===== config.mk =====
export PLATFORM = sky130hd
export DESIGN_NAME = pattern_data_sender
export DESIGN_NICKNAME = d
export VERILOG_FILES = /design/src/rtl/pattern_data_sender_pkg.sv /design/src/rtl/pattern_data_sender_gen.sv /design/src/rtl/pattern_data_sender.sv
export SDC_FILE = /design/constraint.sdc
export NUM_CORES = 1
export LEC_CHECK = 0
export ABC_CLOCK_PERIOD_IN_PS = 9100
export BUFFER_PORTS_ARGS = -buffer_cell sky130_fd_sc_hd__buf_2
export CORE_UTILIZATION = 45
export DETAILED_ROUTE_END_ITERATION = 7
export MAX_ROUTING_LAYER = met4
export PLACE_DENSITY_LB_ADDON = 0.08
export SLEW_MARGIN = 25
export SYNTH_ARGS = -nofsm -noshare
export SYNTH_HDL_FRONTEND = slang
export SYNTH_SLANG_ARGS = --single-unit

===== constraint.sdc =====
create_clock -name clk -period 9.1 [get_ports clk]
set_clock_uncertainty 0.15 [all_clocks]
set_input_delay 0.91 -clock clk [delete_from_list [all_inputs] [get_ports clk]]
set_output_delay 0.91 -clock clk [all_outputs]
set_load 0.005 [all_outputs]

===== src/rtl/pattern_data_sender_pkg.sv =====
// Shared definitions for the pattern data sender: word/counter widths,
// pattern seed width, the mixing constant of the pattern generator and the
// sender FSM state encoding.
package pattern_data_sender_pkg;

  localparam int DATA_W = 64;
  localparam int CNT_W  = 32;
  localparam int PAT_W  = 32;

  // XOR'ed into the half-swapped index to form the low half of each word.
  localparam logic [31:0] GEN_MIX = 32'hA5A5_5A5A;

  typedef enum logic [1:0] {
    ST_IDLE  = 2'd0,
    ST_PRIME = 2'd1,
    ST_SEND  = 2'd2,
    ST_DONE  = 2'd3
  } state_t;

endpackage


===== src/rtl/pattern_data_sender_gen.sv =====
// data_generator: deterministic 64-bit pattern source shared with the
// write-path checker and host software.
// Word k after reset with seed p:  idx = p + k (mod 2^32)
//   word = { idx, {idx[15:0], idx[31:16]} ^ GEN_MIX }
// Ports:
//   clk     in   clock, posedge
//   rst     in   synchronous active-high reset, loads seed
//   enable  in   advance to the next word at the clock edge
//   seed    in   PAT_W pattern select/seed
//   word    out  DATA_W current word (combinational from the index)
module data_generator
  import pattern_data_sender_pkg::*;
(
  input  logic              clk,
  input  logic              rst,
  input  logic              enable,
  input  logic [PAT_W-1:0]  seed,
  output logic [DATA_W-1:0] word
);

  logic [31:0] idx;

  always_ff @(posedge clk) begin
    if (rst) begin
      idx <= seed;
    end else if (enable) begin
      idx <= idx + 32'd1;
    end
  end

  assign word = {idx, {idx[15:0], idx[31:16]} ^ GEN_MIX};

endmodule


===== src/rtl/pattern_data_sender.sv =====
// pattern_data_sender: streams a known pattern into the host-bound FIFO.
//
//   state    | meaning
//   ---------+-------------------------------------------------------------
//   ST_IDLE  | waiting for start; generator held in reset
//   ST_PRIME | one cycle: generator reset loads the latched pattern
//   ST_SEND  | write one word per cycle while FIFO not full and words remain
//   ST_DONE  | one cycle: done pulse, then back to idle
//
// Ports:
//   clk         in   clock, posedge
//   reset       in   synchronous active-low reset
//   start       in   begin transfer (only honoured in IDLE)
//   abort       in   cancel transfer, back to IDLE without done
//   word_count  in   CNT_W words to send, sampled on start
//   pattern     in   PAT_W generator seed, sampled on start
//   fifo_full   in   FIFO programmable-full (needs >=2 slots of slack)
//   fifo_din    out  DATA_W word to FIFO
//   fifo_wr_en  out  FIFO write strobe
//   busy        out  high in PRIME and SEND
//   done        out  one-cycle pulse after the last word
//   words_sent  out  CNT_W words written in the current/last transfer
module pattern_data_sender
  import pattern_data_sender_pkg::*;
(
  input  logic              clk,
  input  logic              reset,
  input  logic              start,
  input  logic              abort,
  input  logic [CNT_W-1:0]  word_count,
  input  logic [PAT_W-1:0]  pattern,
  input  logic              fifo_full,
  output logic [DATA_W-1:0] fifo_din,
  output logic              fifo_wr_en,
  output logic              busy,
  output logic              done,
  output logic [CNT_W-1:0]  words_sent
);

  state_t             state;
  logic [CNT_W-1:0]   remaining;
  logic [PAT_W-1:0]   pattern_q;
  logic               gen_reset;
  logic               enable_gener;
  logic [DATA_W-1:0]  gen_word;

  // Generator only runs in SEND; reloading in PRIME makes word 0 of every
  // transfer the first word after the latched seed.
  assign gen_reset = ~reset | (state == ST_IDLE) | (state == ST_PRIME);

  // Must match exactly the cycles in which a word is captured below, so the
  // generator advances once per written word.
  assign enable_gener = (state == ST_SEND) & ~fifo_full & (remaining != '0) & ~abort;

  data_generator u_gen (
    .clk    (clk),
    .rst    (gen_reset),
    .enable (enable_gener),
    .seed   (pattern_q),
    .word   (gen_word)
  );

  always_ff @(posedge clk) begin
    if (!reset) begin
      state      <= ST_IDLE;
      remaining  <= '0;
      pattern_q  <= '0;
      fifo_din   <= '0;
      fifo_wr_en <= 1'b0;
      busy       <= 1'b0;
      done       <= 1'b0;
      words_sent <= '0;
    end else if (abort) begin
      state      <= ST_IDLE;
      fifo_wr_en <= 1'b0;
      busy       <= 1'b0;
      done       <= 1'b0;
    end else begin
      case (state)
        ST_IDLE: begin
          fifo_wr_en <= 1'b0;
          done       <= 1'b0;
          if (start) begin
            remaining  <= word_count;
            pattern_q  <= pattern;
            words_sent <= '0;
            busy       <= 1'b1;
            state      <= ST_PRIME;
          end
        end
        ST_PRIME: begin
          state <= ST_SEND;
        end
        ST_SEND: begin
          if (remaining == '0) begin
            fifo_wr_en <= 1'b0;
            busy       <= 1'b0;
            done       <= 1'b1;
            state      <= ST_DONE;
          end else if (!fifo_full) begin
            fifo_din   <= gen_word;
            fifo_wr_en <= 1'b1;
            remaining  <= remaining - CNT_W'(1);
            words_sent <= words_sent + CNT_W'(1);
          end else begin
            fifo_wr_en <= 1'b0;
          end
        end
        ST_DONE: begin
          done  <= 1'b0;
          state <= ST_IDLE;
        end
        default: begin
          state <= ST_IDLE;
        end
      endcase
    end
  end

endmodule


==> flow_summary.json <==
{
  "vias": 8546,
  "drive_gt1_frac": 0.190,
  "clock-sinks": 181,
  "grt_max_degree": 83,
  "power_leakage_nw": 3.93,
  "numCtsBuffers": 17,
  "syn_area_um2": 9150,
  "drt_iter0_markers": 645,
  "maxSlewHeadroom": 0.344,
  "post-route-min-period_ps": 3990,
  "instances_no_fill": 1469,
  "nFillCells": 1907,
  "maxCapViolations": 0,
  "cts_setup_buffers": 0,
  "startpoint_type": "flop",
  "hold_violations": 0,
  "fin_util": 0.529,
  "diodes": 0,
  "h-tree-depth": 4,
  "grt_pass1_vias": 7634,
  "coreArea_um2": 19700,
  "clock_latency_ps": 440,
  "worst_pin_slew_ps": 981,
  "hold_class": "reg -> reg",
  "num_rows": 51,
  "drt.antenna.violating_nets": 0,
  "cp_max_fo": 82,
  "synth_top_family_by_area": "simple AND/OR/NAND/NOR gates",
  "synth_area_per_cell_um2": 8.31,
  "fin_setup_tns_ps": 0,
  "cts_tree": "yes",
  "multiInputGateArea_um2": 4620,
  "drt-pass1-iter-count": 5,
  "ys_types": 76,
  "holdBufCountCts": 0,
  "slew_violations": 0,
  "synth_edf_count": 32,
  "wl_per_cell_um": 17.3,
  "crit_path_start": "remaining[0]$_SDFFE_PN0P_",
  "synthTopCellsByArea": "dfxtp_1 33%, edfxtp_1 10%, nand2_1 8.3%",
  "synth_top_cell_by_area": "dfxtp_1",
  "port_buffers": 167,
  "status": "finished clean",
  "register_area_um2": 3940,
  "critPathCaptureType": "flop",
  "yosysWarnings": 0,
  "dp_hpwl_mm": 16.7,
  "synth_cells": 1101,
  "max_freq_mhz": 251,
  "gp_congestion": 0.825,
  "overflow": 0,
  "setup_viol": 0,
  "clock_path_buffers": 2,
  "r2r_start": "remaining[0]$_SDFFE_PN0P_",
  "dieWidth_um": 145,
  "crit_arrival_ps": 4000,
  "synth-simple-area-share": 0.238,
  "clk_pin_slew_ps": 70,
  "hold_start": "fifo_din[52]$_SDFFE_PN0P_",
  "nNetsFinal": 1266,
  "vdd.ir_drop.worst_uv": 121,
  "synth_flop_cell": "dfxtp_1",
  "initial_core_util": 0.464,
  "gr-usage-all-layers": 0.254,
  "layout-area-overhead-vs-synth_pct": 14.1,
  "period_share": 0.439,
  "synth-seq-area-share": 0.431,
  "rsz0062_at_grt": "no",
  "synth-seq-cells": 181,
  "die_y_um": 145,
  "critical_path_class": "reg -> reg",
  "routed_wl_mm": 25.4,
  "synthAdderAreaFrac": 0.00820,
  "muxShareOfSynthArea": 0.0101,
  "dp.cells": 1437,
  "grt_pass1_wl_mm": 40.2,
  "die_area_um2": 20900,
  "cellPowerDensity_nw_per_um2": 173,
  "ios": 168,
  "synth-xor-area-share": 0.0268,
  "root_buffer": "clkbuf_16",
  "synth_top_area_frac": 0.326,
  "async_reset_ff_frac": 0,
  "drc": 0,
  "vias_per_cell": 5.82,
  "cp.required_ps": 9110,
  "synth_compound_area_frac": 0.220,
  "antenna_found_initial": 0,
  "syn-num-nets": 1176,
  "cts_resized": 0
}
[per-stage QoR]
stage / power, mW / instance area, µm² / setup slack [ps] / hold WS (ps)
floorplan: 1.05 / 9150 / 5420 / 286
global placement: 1.12 / 9880 / 5210 / 292
detailed placement: 1.12 / 9880 / 5140 / 299
CTS: 1.82 / 10400 / 5100 / 308
global route: 1.88 / 10400 / 4940 / 319
finish: 1.81 / 10400 / 5110 / 302
[flip-flops by register name (all words and copies together), names as in the netlist]
signal / cells
u_gen.idx: 32
fifo_din: 48
state: 2
done: 1
words_sent: 32
pattern_q: 32
remaining: 32
busy: 1
fifo_wr_en: 1
[layout make-up]
type | instances | share of cell area
multi-input cells | 795 | 0.443
flip-flops and latches | 181 | 0.378
repair buffers | 178 | 0.0882
clock buffers | 22 | 0.0465
well taps | 265 | 0.0318
clock inverters | 10 | 0.00671
inverters | 18 | 0.00647
[routing by layer]
metal | vias to the layer above | routed length, µm | GRT usage
li1 | 4224 | - | -
met1 | 4014 | 12300 | 0.355
met2 | 280 | 11300 | 0.373
met3 | 28 | 1420 | 0.0411
met4 | 0 | 361 | 0.0776
met5 | - | 0 | -
[synth_stat cells (14+ instances only)]
library cell,n
dfxtp_1,149
inv_1,17
clkbuf_1,69
buf_4,21
nand3_1,62
edfxtp_1,32
a22oi_1,17
o31ai_1,27
nor4_1,26
nand4_1,21
nor2_1,41
a21oi_1,81
nand2_1,202
o21ai_0,78
xnor2_1,22
a2111o_1,14
or4_1,15
or3_1,14
nor3_1,22
[cells by family (layout without fill, tap and decap cells)]
logic type / Yosys count / in the layout
compound gates: 305 / 305
flops: 181 / 181
simple gates: 447 / 447
buf+inv: 125 / 228
mux: 9 / 9
xor+xnor: 28 / 28
fa+ha+maj: 6 / 6
[final timing paths]
check / endpoint / slack [ps] / cells after the start
setup / recovery: u_gen.idx[13]$_DFFE_PP_ / 5110 / 8
hold / removal: fifo_din[52]$_SDFFE_PN0P_ / 300 / 2
hold reg to reg: fifo_din[52]$_SDFFE_PN0P_ / 300 / 2
setup reg to reg: u_gen.idx[13]$_DFFE_PP_ / 5110 / 8
[cell usage in the layout, fill, tap and decap left out, drive strengths merged, types with 8 or more instances in the layout]
master | synthesis | routed
nand2 | 202 | 202
inv | 18 | 22
o31ai | 28 | 28
nand3 | 62 | 62
dfxtp | 149 | 149
nor3 | 24 | 24
nor2 | 41 | 41
o21ai | 82 | 82
o41ai | 10 | 10
edfxtp | 32 | 32
o311ai | 13 | 13
or3 | 14 | 14
a22oi | 17 | 17
a2111o | 14 | 14
nor4 | 28 | 28
a31oi | 8 | 8
clkbuf | 69 | 22
buf | 38 | 178
or4 | 16 | 16
a21oi | 82 | 82
nand4 | 21 | 21
xnor2 | 22 | 22
[worst max-delay path, stage by stage, from the launching register on]
cell	delay [ps]
dfxtp_1	330
inv_1	100
ha_1	210
or3b_2	490
or4_1	750
o311a_2	460
buf_4	360
nand2b_1	460
buf_4	370
[where the power goes]
part | switching, mW | internal [mW]
sequential | 0.0383 | 0.851
combinational | 0.143 | 0.0702
clock | 0.325 | 0.382
total | 0.506 | 1.30
(Power assumes the default switching activity.)
